<file path="src/rtl/vga_timing_if.sv">
// Pixel-source and DAC-side signal bundle for the VGA timing generator.
// The master side is the timing generator; the slave side is the pixel source and display.
interface vga_timing_if;
    logic [9:0] hcount;
    logic [9:0] vcount;
    logic       enable;
    logic       frame_start;
    logic [2:0] red_in;
    logic [2:0] green_in;
    logic [1:0] blue_in;
    logic [2:0] vga_r;
    logic [2:0] vga_g;
    logic [1:0] vga_b;
    logic       vga_hs;
    logic       vga_vs;

    modport master (
        output hcount, vcount, enable, frame_start,
        output vga_r, vga_g, vga_b, vga_hs, vga_vs,
        input  red_in, green_in, blue_in
    );

    modport slave (
        input  hcount, vcount, enable, frame_start,
        input  vga_r, vga_g, vga_b, vga_hs, vga_vs,
        output red_in, green_in, blue_in
    );
endinterface

</file>
<file path="src/rtl/vga_timing.sv">
// VGA raster timing generator with a configurable pixel-source latency pipeline.
// Counters, enable and syncs are decoded from next-state values so they line up with hcount/vcount.
module vga_timing #(
    parameter int H_ACTIVE   = 640,
    parameter int H_FP       = 16,
    parameter int H_SYNC     = 96,
    parameter int H_BP       = 48,
    parameter int V_ACTIVE   = 480,
    parameter int V_FP       = 10,
    parameter int V_SYNC     = 2,
    parameter int V_BP       = 33,
    parameter int PIPE_DELAY = 1
) (
    input  logic          clock,
    input  logic          resetn,
    input  logic          pix_ce,
    vga_timing_if.master  bus
);
    localparam int H_TOTAL = H_ACTIVE + H_FP + H_SYNC + H_BP;
    localparam int V_TOTAL = V_ACTIVE + V_FP + V_SYNC + V_BP;

    localparam logic [9:0] H_LAST   = 10'(H_TOTAL - 1);
    localparam logic [9:0] V_LAST   = 10'(V_TOTAL - 1);
    localparam logic [9:0] H_VIS    = 10'(H_ACTIVE);
    localparam logic [9:0] V_VIS    = 10'(V_ACTIVE);
    localparam logic [9:0] HS_FIRST = 10'(H_ACTIVE + H_FP);
    localparam logic [9:0] HS_LAST  = 10'(H_ACTIVE + H_FP + H_SYNC - 1);
    localparam logic [9:0] VS_FIRST = 10'(V_ACTIVE + V_FP);
    localparam logic [9:0] VS_LAST  = 10'(V_ACTIVE + V_FP + V_SYNC - 1);

    logic [9:0] hcount;
    logic [9:0] vcount;
    logic [9:0] h_next;
    logic [9:0] v_next;
    logic       h_wrap;
    logic       frame_start;

    // Bit 0 of each pipe is the undelayed decode; bit PIPE_DELAY is the fully delayed stage.
    logic [PIPE_DELAY:0] hs_pipe;
    logic [PIPE_DELAY:0] vs_pipe;
    logic [PIPE_DELAY:0] en_pipe;

    logic [2:0] r_q;
    logic [2:0] g_q;
    logic [1:0] b_q;

    always_comb begin
        h_wrap = (hcount == H_LAST);
        h_next = h_wrap ? '0 : hcount + 10'd1;
        v_next = vcount;
        if (h_wrap) begin
            v_next = (vcount == V_LAST) ? '0 : vcount + 10'd1;
        end
    end

    always_ff @(posedge clock or negedge resetn) begin
        if (!resetn) begin
            hcount      <= H_LAST;
            vcount      <= V_LAST;
            frame_start <= 1'b0;
            hs_pipe     <= '1;
            vs_pipe     <= '1;
            en_pipe     <= '0;
            r_q         <= '0;
            g_q         <= '0;
            b_q         <= '0;
        end else begin
            // Pulse lasts one clock even when the next cycle has pix_ce low.
            frame_start <= pix_ce && (h_next == '0) && (v_next == '0);
            if (pix_ce) begin
                hcount  <= h_next;
                vcount  <= v_next;
                hs_pipe <= {hs_pipe[PIPE_DELAY-1:0], !((h_next >= HS_FIRST) && (h_next <= HS_LAST))};
                vs_pipe <= {vs_pipe[PIPE_DELAY-1:0], !((v_next >= VS_FIRST) && (v_next <= VS_LAST))};
                en_pipe <= {en_pipe[PIPE_DELAY-1:0], (h_next < H_VIS) && (v_next < V_VIS)};
                if (en_pipe[PIPE_DELAY]) begin
                    r_q <= bus.red_in;
                    g_q <= bus.green_in;
                    b_q <= bus.blue_in;
                end else begin
                    r_q <= '0;
                    g_q <= '0;
                    b_q <= '0;
                end
            end
        end
    end

    assign bus.hcount      = hcount;
    assign bus.vcount      = vcount;
    assign bus.enable      = en_pipe[0];
    assign bus.frame_start = frame_start;
    assign bus.vga_hs      = hs_pipe[PIPE_DELAY];
    assign bus.vga_vs      = vs_pipe[PIPE_DELAY];
    assign bus.vga_r       = r_q;
    assign bus.vga_g       = g_q;
    assign bus.vga_b       = b_q;
endmodule
</file>
<file path="src/flat_wrapper.sv">
// flat-port wrapper written by rule: the top's interface ports become plain ports
module vga_timing_flat 
#(
    parameter int H_ACTIVE   = 640,
    parameter int H_FP       = 16,
    parameter int H_SYNC     = 96,
    parameter int H_BP       = 48,
    parameter int V_ACTIVE   = 480,
    parameter int V_FP       = 10,
    parameter int V_SYNC     = 2,
    parameter int V_BP       = 33,
    parameter int PIPE_DELAY = 1
)
  (clock, resetn, pix_ce, bus_hcount, bus_vcount, bus_enable, bus_frame_start, bus_vga_r, bus_vga_g, bus_vga_b, bus_vga_hs, bus_vga_vs, bus_red_in, bus_green_in, bus_blue_in);
  vga_timing_if bus_i ();
  input  logic clock;
  input  logic resetn;
  input  logic pix_ce;
  output wire logic [$bits(bus_i.hcount)-1:0] bus_hcount;
  output wire logic [$bits(bus_i.vcount)-1:0] bus_vcount;
  output wire logic [$bits(bus_i.enable)-1:0] bus_enable;
  output wire logic [$bits(bus_i.frame_start)-1:0] bus_frame_start;
  output wire logic [$bits(bus_i.vga_r)-1:0] bus_vga_r;
  output wire logic [$bits(bus_i.vga_g)-1:0] bus_vga_g;
  output wire logic [$bits(bus_i.vga_b)-1:0] bus_vga_b;
  output wire logic [$bits(bus_i.vga_hs)-1:0] bus_vga_hs;
  output wire logic [$bits(bus_i.vga_vs)-1:0] bus_vga_vs;
  input wire logic [$bits(bus_i.red_in)-1:0] bus_red_in;
  input wire logic [$bits(bus_i.green_in)-1:0] bus_green_in;
  input wire logic [$bits(bus_i.blue_in)-1:0] bus_blue_in;
  assign bus_hcount = bus_i.hcount;
  assign bus_vcount = bus_i.vcount;
  assign bus_enable = bus_i.enable;
  assign bus_frame_start = bus_i.frame_start;
  assign bus_vga_r = bus_i.vga_r;
  assign bus_vga_g = bus_i.vga_g;
  assign bus_vga_b = bus_i.vga_b;
  assign bus_vga_hs = bus_i.vga_hs;
  assign bus_vga_vs = bus_i.vga_vs;
  assign bus_i.red_in = bus_red_in;
  assign bus_i.green_in = bus_green_in;
  assign bus_i.blue_in = bus_blue_in;
  vga_timing #(.H_ACTIVE(H_ACTIVE), .H_FP(H_FP), .H_SYNC(H_SYNC), .H_BP(H_BP), .V_ACTIVE(V_ACTIVE), .V_FP(V_FP), .V_SYNC(V_SYNC), .V_BP(V_BP), .PIPE_DELAY(PIPE_DELAY)) u_core (.clock(clock), .resetn(resetn), .pix_ce(pix_ce), .bus(bus_i));
endmodule
</file>
<file path="config.mk">
export PLATFORM = sky130hd
export DESIGN_NAME = vga_timing_flat
export DESIGN_NICKNAME = d
export VERILOG_FILES = /design/src/rtl/vga_timing_if.sv /design/src/rtl/vga_timing.sv /design/src/flat_wrapper.sv
export SDC_FILE = /design/constraint.sdc
export NUM_CORES = 1
export LEC_CHECK = 0
export BUFFER_PORTS_ARGS = -buffer_cell sky130_fd_sc_hd__buf_2
export CAP_MARGIN = 20
export CORE_MARGIN = 2
export CORE_UTILIZATION = 40
export CTS_BUF_LIST = sky130_fd_sc_hd__clkbuf_2
export DETAILED_ROUTE_END_ITERATION = 16
export GPL_TIMING_DRIVEN = 0
export SLEW_MARGIN = 20
export SYNTH_ARGS = -nofsm -noshare
export SYNTH_HDL_FRONTEND = slang
export SYNTH_SLANG_ARGS = --single-unit
</file>
<file path="constraint.sdc">
create_clock -name clock -period 2.6 [get_ports clock]
set_clock_uncertainty 0.1 [all_clocks]
set_input_delay 0.26 -clock clock [delete_from_list [all_inputs] [get_ports clock]]
set_output_delay 0.26 -clock clock [all_outputs]
set_load 0.02 [all_outputs]
</file>
==> results.py <==
metrics = {
    "status": {
        "outcome": "finished with violations",
        "violations": "negative setup slack",
    },
    "cts": {
        "clk_pin_slew_worst_paths_ns": 0.20,
        "clock_path_buffers": 2,
        "h-tree-depth": 2,
        "clock-sinks": 35,
        "cts_made_buffers": 5,
        "clock_latency_ns": 0.39,
        "cts_tree": "built",
        "cts-root-buf": "clkbuf_2",
    },
    "timing": {
        "maxSlewViolCount": 0,
        "tightestPinTransition_ns": 0.784,
        "worst_slack_ns": -0.0121,
        "fin_crit_sh_pct": 100,
        "max_freq_mhz": 383,
        "finalHoldViolations": 0,
        "setup_viol": 1,
        "relSlewSlack_pct": 47.7,
        "fin_hold_ws_ns": 0.246,
        "rsz0062_at_grt": "true",
        "min_period_ns": 2.61,
    },
    "detailed_routing": {
        "dr.pass1.iters": 4,
        "num_vias": 2105,
        "ant_nets": 0,
        "routedWlPerCell_um": 15.1,
        "drc": 0,
        "wirelength_mm": 5.89,
        "vias_per_cell": 5.38,
        "first_iter_violations": 121,
    },
    "floorplanning": {
        "rows": 26,
        "initial_utilization_pct": 42.2,
        "core_area_sq_um": 5200,
        "die_area_sq_um": 6090,
        "ioPinCount": 43,
        "die_h_um": 78.1,
        "die_width_um": 78.1,
    },
    "yosys": {
        "synth_top_family_by_area": "simple AND/OR/NAND/NOR gates",
        "synth_edf_count": 0,
        "yosysTopAreaCell": "dfrtp_1",
        "synth-simple-area-share_pct": 23.8,
        "synth_fa_ha_area_share_pct": 2.85,
        "ys_types": 50,
        "synth-seq-area-share_pct": 40.7,
        "synthArstFlopShare_pct": 100,
        "synth.avg_cell_area_sq_um": 8.74,
        "synth-seq-cells": 35,
        "synth-xor-area-share_pct": 7.18,
        "netlist_area_sq_um": 2190,
        "synth_area_leaders": "dfrtp_1 24%, dfstp_2 17%, nand3_1 5.5%",
        "ys_top_cells_by_count": "24 x nand3_1, 23 x nand2_1, 21 x dfrtp_1",
        "yosysMostFrequentCell": "nand3_1",
        "synth_compound_area_share_pct": 15.9,
        "syn_inst": 251,
        "syn_nets": 267,
        "synthFlopType": "dfrtp_1",
        "synth_mux_area_share_pct": 2.45,
        "yosys_warnings": 0,
        "synth.top_cell.area_share_pct": 23.9,
    },
    "flow_run": {
        "cap_violations": 0,
    },
    "critical_path": {
        "crit_path_end": "u_core.bus.frame_start",
        "rr_worst_depth": 8,
        "critPathLaunch": "u_core.bus.hcount[1]",
        "crit_path_start_kind": "flop",
        "cpPeakStageDelay_ns": 0.62,
        "worst_setup_path_end_kind": "flop",
        "worstSetupPathType": "reg2reg",
        "critical_path.max_fanout": 6,
        "r2r_slack_ns": -0.01,
        "worst_path_max_delay_cell": "dfstp_2",
        "crit_chain": "ha_4, nand4_1, or4_4, buf_8, o31a_1, nor3_2, nand4_1, nor4_2",
        "cp_common_cell": "nand4_1",
        "worstReg2RegStart": "u_core.bus.hcount[1]",
        "crit_required_ns": 2.79,
        "crit_arrival_ns": 2.80,
        "r2r_end": "u_core.bus.frame_start",
    },
    "layout": {
        "final_cells": 391,
        "area.sequential_sq_um": 893,
        "nFillCells": 506,
        "area_growth_pct": 27.4,
        "multi_input_comb_area_sq_um": 1190,
        "diodes": 0,
        "nNetsFinal": 336,
        "drive_gt1_share_pct": 31.2,
    },
    "place": {
        "post-dp-hpwl_mm": 3.78,
        "place.gp.congestion": 0.883,
        "place_ws_ns": -0.299,
        "place_inst": 363,
        "io_buffer_count": 42,
    },
    "power": {
        "p_per_area_nw_per_um2": 569,
        "peakVddDrop_v": 0.000289,
        "static-leakage-power_nw": 1.18,
        "power_mw": 1.59,
    },
    "grt": {
        "grt_pass1_wl_mm": 10.0,
        "antenna_found_initial": 0,
        "track_usage_pct": 20.3,
        "grt_pass1_vias": 1994,
        "overflow": 0,
        "grt_max_degree": 36,
    },
    "worst_hold_path": {
        "hold_class": "in2reg",
        "min-delay-start": "pix_ce",
    },
}
[per-stage QoR]
stage,utilization [%],TNS (ns),instance area (sq um)
final,53.7,-0.0121,2800
after global placement,48.1,-1.43,2500
after detailed placement,48.1,-1.30,2500
after floorplan,-,-0.0554,2210
after CTS,53.5,-0.00213,2780
after global routing,53.7,-0.357,2800
[how the worst min path moves through the flow]
| stage | endpoint | slack, ns | depth (start not counted) |
|---|---|---|---|
| after detailed placement | u_core.bus.vcount[4] | 0.30 | 1 |
| after global placement | u_core.bus.vcount[4] | 0.29 | 1 |
| after global routing | u_core.bus.hcount[1] | 0.27 | 4 |
| after floorplan | u_core.bus.frame_start | -0.14 | 0 |
| final | u_core.bus.hcount[1] | 0.25 | 4 |
| after CTS | u_core.bus.hcount[1] | 0.23 | 4 |
[state kept, by name, summed over array words and instances, names as in the netlist]
register / flops
u_core.hs_pipe: 2
u_core.vs_pipe: 2
u_core.bus.hcount: 10
u_core.bus.vga_g: 3
u_core.bus.vga_b: 2
u_core.bus.vga_r: 3
u_core.bus.vcount: 10
u_core.bus.frame_start: 1
u_core.en_pipe: 2
[placed cells by master, fill, tap and decap left out, types with 4 or more instances in the layout]
| cell | instances |
|---|---|
| a21oi_1 | 13 |
| a31oi_1 | 5 |
| buf_2 | 45 |
| buf_4 | 15 |
| clkbuf_1 | 10 |
| clkbuf_2 | 5 |
| dfrtp_1 | 21 |
| dfstp_2 | 14 |
| dlygate4sd3_1 | 9 |
| ha_1 | 4 |
| inv_1 | 16 |
| nand2_1 | 23 |
| nand3_1 | 24 |
| nand4_1 | 7 |
| nor2_1 | 10 |
| nor3_1 | 6 |
| o21ai_0 | 20 |
| xnor2_1 | 12 |
| xor2_1 | 6 |
[timing repair]
action / 4_1_cts / 5_1_grt
resized for setup: 4 / 3
hold buffers: 9 / 0
endpoints found under the setup margin: 9 / 4
pin swaps: 5 / 2
hold endpoints to repair: 29 / 0
setup buffers: 14 / 0
[worst max-delay path, delay by kind of cell, from the launching register on]
family / cells / cell delay, ns
and+or+nand+nor: 5 / 1.25
adders and majority gates: 1 / 0.14
DFF: 1 / 0.62
AOI/OAI and AO/OA: 1 / 0.24
buffers and inverters: 1 / 0.15
[final cells by class]
type                    count  area share [%]
plain buffers              16            3.09
clock buffers               5           0.895
clock inverters             3            1.57
inverters                  16            2.15
multi-input cells         181            42.7
flip-flops and latches     35            32.0
well taps                  70            3.13
repair buffers             65            14.5
[cell families (layout without fill, tap and decap cells)]
kind of cell               Yosys count  count (layout)
buffers and inverters               35             105
xor gates and xnor gates            18              18
adders and majority gates            5               5
DFF                                 35              35
AOI/OAI and AO/OA                   57              57
muxes                                5               5
and+or+nand+nor                     96              96
[layer usage]
layer / part of all wire (%) / track usage [%] / up-vias
met4: 0.58 / 4.56 / 0
met3: 6.7 / 3.68 / 4
met1: 47 / 30.1 / 973
met2: 45 / 31.1 / 96
li1: - / - / 1032
met5: 0 / 0 / -
[where the power goes]
group          switching, mW  internal (mW)
sequential            0.0873          0.632
clock                  0.202          0.163
combinational          0.298          0.209
(Power assumes the default switching activity.)
